[config.mk]
export PLATFORM = sky130hd
export DESIGN_NAME = fetch_stage
export DESIGN_NICKNAME = d
export VERILOG_FILES = /design/src/rtl/fetch_stage.sv
export SDC_FILE = /design/constraint.sdc
export NUM_CORES = 1
export LEC_CHECK = 0
export ABC_AREA = 1
export CORE_MARGIN = 2
export CORE_UTILIZATION = 35
export DETAILED_ROUTE_END_ITERATION = 10
export DONT_BUFFER_PORTS = 1
export PLACE_DENSITY = 0.55
export SYNTH_ARGS = -nofsm -noshare
export SYNTH_HDL_FRONTEND = slang
export SYNTH_SLANG_ARGS = --single-unit
[constraint.sdc]
create_clock -name clk -period 2.6 [get_ports clk]
set_input_delay 0.52 -clock clk [delete_from_list [all_inputs] [get_ports clk]]
set_output_delay 0.52 -clock clk [all_outputs]
set_load 0.02 [all_outputs]
[src/rtl/fetch_stage.sv]
// Instruction-fetch stage: program counter, combinational imem address,
// IF/ID pipeline register with freeze/flush handling, and saturating
// fetch/bubble performance counters.
module fetch_stage #(
    parameter logic [31:0] RESET_PC = 32'd0,
    parameter int          CNT_W    = 16
) (
    input  logic             clk,
    input  logic             rst,
    input  logic             freeze,
    input  logic             branch_taken,
    input  logic [31:0]      branch_addr,
    output logic [31:0]      imem_pc,
    input  logic [31:0]      imem_inst,
    output logic [31:0]      if_id_pc,
    output logic [31:0]      if_id_inst,
    output logic             if_id_valid,
    output logic [CNT_W-1:0] fetch_count,
    output logic [CNT_W-1:0] bubble_count
);

    localparam logic [CNT_W-1:0] CNT_ONE = {{(CNT_W-1){1'b0}}, 1'b1};

    // Counters stick at all-ones so long lab runs never report a wrapped value.
    function automatic logic [CNT_W-1:0] sat_inc(input logic [CNT_W-1:0] v);
        return (&v) ? v : v + CNT_ONE;
    endfunction

    logic [31:0]      pc_q, pc_d;
    logic [31:0]      if_pc_q, if_pc_d;
    logic [31:0]      if_inst_q, if_inst_d;
    logic             if_valid_q, if_valid_d;
    logic [CNT_W-1:0] fetch_q, fetch_d;
    logic [CNT_W-1:0] bubble_q, bubble_d;
    logic [31:0]      pc_plus4;

    assign pc_plus4 = pc_q + 32'd4;

    // Next-state selection: a taken branch outranks a freeze because the
    // instruction held in IF/ID is wrong-path and must be discarded.
    always_comb begin
        pc_d       = pc_q;
        if_pc_d    = if_pc_q;
        if_inst_d  = if_inst_q;
        if_valid_d = if_valid_q;
        fetch_d    = fetch_q;
        bubble_d   = bubble_q;
        if (branch_taken) begin
            pc_d       = {branch_addr[31:2], 2'b00};
            if_pc_d    = 32'd0;
            if_inst_d  = 32'd0;
            if_valid_d = 1'b0;
            bubble_d   = sat_inc(bubble_q);
        end else if (freeze) begin
            bubble_d   = sat_inc(bubble_q);
        end else begin
            pc_d       = pc_plus4;
            if_pc_d    = pc_plus4;
            if_inst_d  = imem_inst;
            if_valid_d = 1'b1;
            fetch_d    = sat_inc(fetch_q);
        end
    end

    // State registers; reset clears the whole stage, data included.
    always_ff @(posedge clk) begin
        if (rst) begin
            pc_q       <= RESET_PC;
            if_pc_q    <= 32'd0;
            if_inst_q  <= 32'd0;
            if_valid_q <= 1'b0;
            fetch_q    <= '0;
            bubble_q   <= '0;
        end else begin
            pc_q       <= pc_d;
            if_pc_q    <= if_pc_d;
            if_inst_q  <= if_inst_d;
            if_valid_q <= if_valid_d;
            fetch_q    <= fetch_d;
            bubble_q   <= bubble_d;
        end
    end

    // The imem address comes straight from the PC register, so freeze and
    // branch_taken never reach it combinationally.
    assign imem_pc      = pc_q;
    assign if_id_pc     = if_pc_q;
    assign if_id_inst   = if_inst_q;
    assign if_id_valid  = if_valid_q;
    assign fetch_count  = fetch_q;
    assign bubble_count = bubble_q;

endmodule

; Yosys cells after proc, flatten, opt, wreduce, memory -nomap -nowiden
; Index checks and enable logic that the tools add are counted.
[op_classes]
reduce_logical = 5
muxes = 5
addsub = 3
n_eq_ne = 1
bitwise_logic = 3
[ops]
columns = operator, n
row1 = $mux W32, 2
row2 = $mux W16, 3
row3 = $add A16 B1 Y16 const B, 2
row4 = $add A32 B3 Y32 const B, 1
row5 = $reduce_and A16 Y1, 2
row6 = $not A1 Y1, 3
row7 = $reduce_and A3 Y1, 1
row8 = $ne A2 B1 Y1 const B, 1
row9 = $reduce_bool A2 Y1, 1
row10 = $reduce_or A2 Y1, 1
[word_totals]
out_inout_bits = 129
input_bits = 68
register_bits = 129
word_cells = 24

; Longest topological paths before layout
; Gate-level depths: netlist of run 1.
[logic_depth]
ltp_word = 4
depth_mapped = 11
ltp_nobuf = 11

; Worst setup path before layout of run 1
; OpenSTA, ideal clock, no wires.
[synth_timing]
path_type = reg-to-reg
from = reg bubble_q[0] (netlist: bubble_count[0])
to = reg bubble_q[10] (netlist: bubble_count[10])
arrival_ps = 1521
synth_period_minus_slack_ps = 1654
t_required_ps = 2468
n_path_buf = 1
setup_time_ps = 132
stages_incl_launch_ff = 10
setup_slack_ps = 946
cell_sequence = dfxtp_1 -> ha_1 -> inv_1 -> nor2_4 -> nand2_2 -> nor2_1 -> a21oi_2 -> buf_2 -> nand2_1 -> a21oi_1
[synth_between]
elab_chain_len = 4
elab_cells_between_ends = 5
classes_between = add/sub (1) / mux (3) / reduce/logical (1)
[synth_rtl]
columns = element, line
row1 = "start, declared", 34  ; logic [CNT_W-1:0] bubble_q, bubble_d;
row2 = "start signal, assigned", 80  ; bubble_q <= bubble_d;
row3 = $add A16 B1 Y16 or $reduce_and A16 Y1 (tied branches), 26  ; return (&v) ? v : v + CNT_ONE;
row4 = $mux W16 *, 26
row5 = $mux W16, 54  ; end else if (freeze) begin
row6 = $mux W16 *, 48  ; if (branch_taken) begin
; Mark *: on every way between the ends. The rest lies on a longest branch, timed or not. The select of a mux whose other input is x is not followed.
; A chain may end at the register's enable or synchronous reset.

; Worst setup path after layout of run 1
[layout_timing]
from = reg fetch_q[0] (netlist: fetch_count[0])
to = reg fetch_q[8] (netlist: fetch_count[8])
[layout_between]
elab_chain_len = 3
elab_cells_between_ends = 4
classes_between = add/sub (1) / bitwise (1) / reduce/logical (2)
[layout_rtl]
columns = element, line
row1 = "start, declared", 33  ; logic [CNT_W-1:0] fetch_q, fetch_d;
row2 = "start signal, assigned", 79  ; fetch_q <= fetch_d;
row3 = branches (longest 3 deep; another with $add A16 B1 Y16), n/a
; Parallel ways; which one is timed is not known.

==> results.md, run 1 <==
- Layout Skew: 0.00765 ns
- Yosys warning total: 0
- Max-Cap Viols: 0
- Final Slew Violations: 0
- GPL Wtd Cong: 0.840
- Tcrit/Tclk final: 75.8%
- Num Clock Sinks: 125
- Sw Share: 27.1%
- Synth-to-Final Area Change: 11.3%
- Syn avg cell area: 6.56 um^2
- Vias/cell: 4.82
- Worst endpoint required time: 2.96 ns
- CTS Buffer Depth: 2
- Max-Slew Margin vs Limit: 29.1%
- Sw Pwr: 1.30 mW
- Leak Pwr: 2.89 nW
- Io pins: 197
- Mapped Area: 6300 um^2
- Die Span Y: 138 um
- Global-route wire length before repair: 28.8 mm
- Crit. End Element: register
- Number of global-route vias before repair: 5287
- Drt total wl: 18.3 mm
- PostCTS Resize Cnt: 0
- Top_reg_cell synth: dfxtp_1
- Final hold viol count: 0
- Worst-path clk slew: 0.06 ns
- Initial core utilization: 35.3%
- Sequential-to-total area share from yosys stat: 39.7%
- Pwr dens: 684 nW/um^2
- Htree depth: 4
- Die Wd: 138 um
- DP HPWL: 12.8 mm
- Synth cell types: 35
- DR iter-0 viols: 288
- Ant. Diodes: 0
- RSZ-0062 raised after global routing: no
- Post-CTS setup buffers: 0
- Crit-path max FO: 15
- Internal power: 3.50 mW
- Total number of vias: 5728
- Clock share of power: 49.6%
- Async S/R FF share, synth: 0%
- Min-Delay Path Class: primary input to register
- Residual DRC count: 0
- Overall routing resource usage: 18.8%
- Cells after synthesis: 961
- Fin Hold WS: 0.163 ns
- CTS tree: yes
- Initial antenna violation count: 1
- Most used cell, CP: nor2_2
- Layout cells sized above 1: 7.40%
- Nets: 1018
- Nature of the critical path startpoint: register
- Worst vdd ir: 0.500 mV
- Hold-fix buffers, CTS: 0
- Per-cell routed wire length: 15.4 um
- Core ar.: 17800 um^2
- Seq cells post-synth: 125
- Slowest cell on the critical path: nor2_2
- Crit path buffers/inverters: 0
- Tmin final: 1.97 ns
- Cell family with the largest share of critical-path delay: simple AND/OR/NAND/NOR gates
- Max Clk Rate: 508 MHz
- CP peak stage delay: 0.47 ns
- Clk_lat worst skew: 0.42 ns
- Fillers: 1932
- Post-synth EDFFs: 0
- Grt ovf: 0
- Critical-path cell list: ha_1 > nand3_2 > nor2_2 > nand2_2 > nor2_2 > nor2_2 > o21ai_0 > a21oi_1
- Final Setup Violations: 0
- Post-route ant nets: 0
- Number of CTS-inserted buffers: 17
- PortBufs: 0
- Largest net degree at the start of global routing: 68
- Setup TNS: 0 ns
- Die area: 19100 um^2
- CP arrival: 2.33 ns
- Root Buffer: clkbuf_16
- Comb power frac: 5.6%
- Worst Max-Slew Pin Slew: 1.06 ns
- Sequential share of power: 44.7%
- Crit Path Category: register to register
- Row count: 49
- DRT Pass-1 Iters: 4
- Status: completed
==> cells in the mapped netlist, types with 3 or more instances <==
library cell  number  area share, %
a21oi_1           78            6.2
a22o_1             6           0.83
a31oi_1            8           0.79
buf_1              3           0.18
buf_2             13            1.0
buf_4              6           0.71
buf_6              3           0.54
clkbuf_1          18            1.1
dfxtp_1          125             40
ha_1               3           0.60
inv_1             94            5.6
nand2_1          310             18
nand2_2            6           0.60
nand3_1           32            2.5
nand4_1            9           0.89
nor2_1           132            7.9
nor2_2            12            1.2
nor3_1             5           0.40
o21ai_0           40            3.2
o21ai_1           11           0.87
xnor2_1            9            1.3
xor2_1            19            2.6
==> worst reg2reg max path: stages, from the launching register on <==
cell	delay (ns)
dfxtp_1	0.42
ha_1	0.31
nand3_2	0.14
nor2_2	0.05
nand2_2	0.11
nor2_2	0.05
nor2_2	0.47
o21ai_0	0.20
a21oi_1	0.15
==> power by group through the flow <==
stage          registers (mW)  clock network (mW)  logic, mW
2_1_floorplan            2.16                   0      0.250
3_3_place_gp             2.19                   0      0.271
3_5_place_dp             2.19                   0      0.272
4_1_cts                  2.15                2.44      0.274
5_1_grt                  2.16                2.53      0.312
6_report                 2.15                2.38      0.271
==> kinds of logic after synthesis <==
family                     count (synthesis)  share of synthesized area, %
xor gates and xnor gates                  28                          3.89
DFF                                      125                          39.7
adders and majority gates                  3                         0.596
other                                      1                        0.0595
buffers and inverters                    140                          9.31
AOI/OAI and AO/OA                        148                          12.6
and+or+nand+nor                          516                          33.8
==> per-stage QoR <==
stage | power (mW) | setup WS [ns] | area, um^2 | util (%) | std cells
2_1_floorplan | 2.41 | 0.946 | 6310 | - | 964
3_3_place_gp | 2.46 | 0.619 | 6430 | 36.0 | 1157
3_5_place_dp | 2.46 | 0.607 | 6430 | 36.0 | 1157
4_1_cts | 4.87 | 0.589 | 7020 | 39.3 | 1189
5_1_grt | 5.00 | 0.400 | 7020 | 39.3 | 1189
6_report | 4.80 | 0.630 | 7020 | 39.3 | 1189
==> flip-flops by register name, indices dropped and copies added, names as in the netlist <==
register	flops
fetch_count	16
bubble_count	16
if_id_pc	30
imem_pc	30
if_id_valid	1
if_id_inst	32
==> final cells by class <==
type	count	area, um^2	share of cell area [%]
sequential	125	2500	35.7
clock buffer	17	425	6.06
clock inverter	15	161	2.30
multi-input combinational	699	3230	46.0
inverter	97	364	5.19
timing repair buffer	7	52.6	0.749
tap	229	287	4.08
==> final timing paths <==
kind,end,from,slack [ns],cells after the start
min,fetch_count[13],rst,0.16,1
max,fetch_count[8],fetch_count[0],0.63,8
min reg2reg,if_id_inst[26],if_id_inst[26],0.55,2
max reg2reg,fetch_count[8],fetch_count[0],0.63,8
==> layout by cell type (no fill, tap or decap), types with 3 or more instances in the layout <==
master,synthesis,routed
ha_1,3,3
clkinv_2,0,3
nand3_1,32,32
xnor2_1,9,9
a22o_1,6,6
o21ai_1,11,11
dfxtp_1,125,125
a21oi_1,78,78
o21ai_0,40,40
a31oi_1,8,8
inv_6,0,5
inv_1,94,93
clkbuf_16,0,17
xor2_1,19,19
clkinv_4,0,4
nand2_1,310,310
nor2_1,132,132
nand2_2,6,6
inv_2,2,3
nand4_1,9,9
nor3_1,5,5
conb_1,1,4
nor2_2,12,12
buf_4,6,7
==> routing by layer <==
layer	vias up	part of all wire, %	track usage, %
met5	-	0.087	0
met4	2	1.4	5.21
met3	25	9.3	9.35
met2	150	46	29.8
met1	2560	44	22.6
li1	2991	-	-
Note: power is estimated with default switching activity, not from simulation.
==> run 2, diff against run 1 <==
--- a/config.mk
+++ b/config.mk
@@ -10,7 +10,7 @@
 export CORE_UTILIZATION = 35
 export DETAILED_ROUTE_END_ITERATION = 10
 export DONT_BUFFER_PORTS = 1
-export PLACE_DENSITY = 0.55
+export PLACE_DENSITY = 0.57
 export SYNTH_ARGS = -nofsm -noshare
 export SYNTH_HDL_FRONTEND = slang
 export SYNTH_SLANG_ARGS = --single-unit
==> constraint.sdc (replaced) <==
create_clock -name clk -period 1.69 [get_ports clk]
set_input_delay 0.338 -clock clk [delete_from_list [all_inputs] [get_ports clk]]
set_output_delay 0.338 -clock clk [all_outputs]
set_load 0.02 [all_outputs]
==> run 2 against run 1 <==
Clock power rose by 63%; worst setup slack worse by 0.53 ns; final cell count is 7.0% higher; die area stayed put; global-route usage up 1.0 points; sequential share of layout area shrank 3.4 points; fmax up 24%; register-to-register slack got worse by 0.53 ns; first-iteration DRC count is 17% higher; core utilization increased by 4.2 points; critical path depth stayed put; combinational power grew 140%.
==> results.md, run 2 (same netlist as run 1, synthesis figures left out) <==
- Leak Pwr: 3.35 nW (+16%)
- Max Clk Rate: 629 MHz (+24%)
- RSZ-0062 raised after global routing: yes
- Multi-input gate area: 3260 um^2 (+1.2%)
- Residual DRC count: 0 (unchanged)
- Die area: 19100 um^2 (unchanged)
- Largest register FFs: 32 (unchanged)
- Synth-to-Final Area Change: 23.3%
- Tcrit/Tclk final: 94.1% (+18 points)
- Worst reg-to-reg path cell count: 8 (unchanged)
- GPL Wtd Cong: 0.833 (-0.89%)
- Slowest cell on the critical path: dfxtp_1
- DR iter-0 viols: 337 (+17%)
- R2R Setup Slk: 0.1 ns (-0.53 ns)
- Initial antenna violation count: 1 (unchanged)
- Final hold viol count: 0 (unchanged)
- Worst endpoint required time: 2.04 ns (-0.92 ns)
- Hold depth: 2 (+1)
- Io pins: 197 (unchanged)
- Global-route wire length before repair: 30.3 mm (+5.4%)
- CP peak stage delay: 0.38 ns (-0.09 ns)
- Htree depth: 4 (unchanged)
- Critical-path cell list: ha_2 > inv_1 > nor2_2 > nand2_2 > nor2_2 > xor2_1 > nand2_1 > a21oi_1
- Most used cell, CP: nor2_2
- Crit. End Element: register
- Cell family with the largest share of critical-path delay: simple AND/OR/NAND/NOR gates
- Placed Instances: 1235 (+6.7%)
- Root Buffer: clkbuf_16
- Status: completed
- CP startpoint: imem_pc[3]
- DP HPWL: 13.8 mm (+7.6%)
- Commonest non-fill, non-tap cell in the layout: nand2_1
- CP arrival: 1.94 ns (-0.39 ns)
- Crit-path max FO: 4 (-11)
- PortBufs: 0 (unchanged)
- Layout Skew: 0.0128 ns (+0.00519 ns)
- Num Clock Sinks: 125 (unchanged)
- Initial core utilization: 35.3% (unchanged)
- Fin Hold WS: 0.0587 ns (-0.104 ns)
- Crit path buffers/inverters: 1 (+1)
- Total number of vias: 6129 (+7.0%)
- Per-cell routed wire length: 14.9 um (-2.9%)
- Vias/cell: 4.82 (about the same)
- Layout cells sized above 1: 15.7% (+8.3 points)
- CTS tree: yes
- Crit Path Category: register to register
- M3 GR Usage: 8.31% (-1.0 points)
- Fin cells: 1272 (+7.0%)
- Pwr dens: 996 nW/um^2 (+46%)
- Worst Hold End: if_id_pc[19]
- FF-to-FF End: imem_pc[18]
- Worst-path clk slew: 0.06 ns (about the same)
- Reg-to-reg startpoint: imem_pc[3]
- Overall routing resource usage: 19.8% (+1.0 points)
- Die Span Y: 138 um (unchanged)
- Clk_lat worst skew: 0.42 ns (about the same)
- Row count: 49 (unchanged)
- Nets: 1100 (+8.1%)
- Min-Delay Path Class: primary input to register
- Met1 GRT Util: 24.0% (+1.4 points)
- DRT Pass-1 Iters: 4 (unchanged)
- Met2 GRT Util: 31.6% (+1.8 points)
- Die Wd: 138 um (unchanged)
- Commonest non-fill, non-tap cells in the layout: 310 x nand2_1, 126 x nor2_1, 124 x dfxtp_1
- Largest net degree at the start of global routing: 59 (-13%)
- Max-Cap Viols: 0 (unchanged)
- Setup WS post-layout: 0.0991 ns (-0.531 ns)
- Final Slew Violations: 0 (unchanged)
- Pre-CTS WS: 0.0741 ns (-0.533 ns)
- Number of global-route vias before repair: 5824 (+10%)
- Fillers: 1882 (-2.6%)
- Hold path startpoint: freeze
- Post-route ant nets: 0 (unchanged)
- Number of CTS-inserted buffers: 17 (unchanged)
- Top Usage Layer GRT: met2
- Tmin final: 1.59 ns (-0.379 ns)
- Final Setup Violations: 0 (unchanged)
- Sequential cell area: 2500 um^2 (about the same)
- CTS Buffer Depth: 2 (unchanged)
- Nature of the critical path startpoint: register
- Worst vdd ir: 0.747 mV (+50%)
- Grt ovf: 0 (unchanged)
- Drt total wl: 19.0 mm (+3.9%)
- Core ar.: 17800 um^2 (unchanged)
run 2: power by group:
part           internal (mW)  leakage [nW]  total (mW)  switching [mW]
logic                  0.232          2.02       0.652           0.420
registers               3.05          1.02        3.20           0.150
clock network           2.37         0.305        3.88            1.51
run 2: worst max-delay path by stage:
stage          slack [ns]          endpoint  cells past startpoint
2_1_floorplan        0.04  bubble_count[10]                      9
3_3_place_gp         0.09       imem_pc[16]                      7
3_5_place_dp         0.07   fetch_count[13]                      7
4_1_cts              0.06       imem_pc[16]                      7
5_1_grt             -0.02      if_id_pc[14]                     10
6_report              0.1       imem_pc[18]                      8
run 2: stage by stage:
stage	cell area, um^2	TNS (ns)	util (%)	total power [mW]
3_5_place_dp	7040	0	39.5	3.88
6_report	7770	0	43.6	7.74
2_1_floorplan	6310	0	-	3.71
4_1_cts	7690	0	43.1	7.84
3_3_place_gp	7040	0	39.5	3.88
5_1_grt	7770	-0.0564	43.5	8.08
run 2: cell type report:
type | instances | share of cell area [%]
clock buffer | 17 | 5.48
sequential | 125 | 32.2
clock inverter | 15 | 2.51
antenna | 1 | 0.0322
tap | 229 | 3.69
inverter | 97 | 4.69
multi-input combinational | 699 | 42.0
timing repair buffer | 89 | 9.39
run 2: what timing repair did:
item / in CTS / in global routing
setup endpoints to repair: 0 / 35
setup buffers: 0 / 3
hold buffers: 1 / 0
gates resized for setup: 0 / 15
endpoints found under the hold margin: 51 / 0
run 2: worst reg2reg max path, cell delays in order, from the launching register on:
cell and delay [ns]:
dfxtp_1 0.38, ha_2 0.24, inv_1 0.07, nor2_2 0.13, nand2_2 0.14, nor2_2 0.18, xor2_1 0.20, nand2_1 0.07
a21oi_1 0.12
run 2: layer usage:
| metal | routed length (um) | part of all wire (%) |
|---|---|---|
| met5 | 0 | 0 |
| met4 | 408 | 2.1 |
| met3 | 1770 | 9.3 |
| met2 | 8700 | 46 |
| met1 | 8140 | 43 |
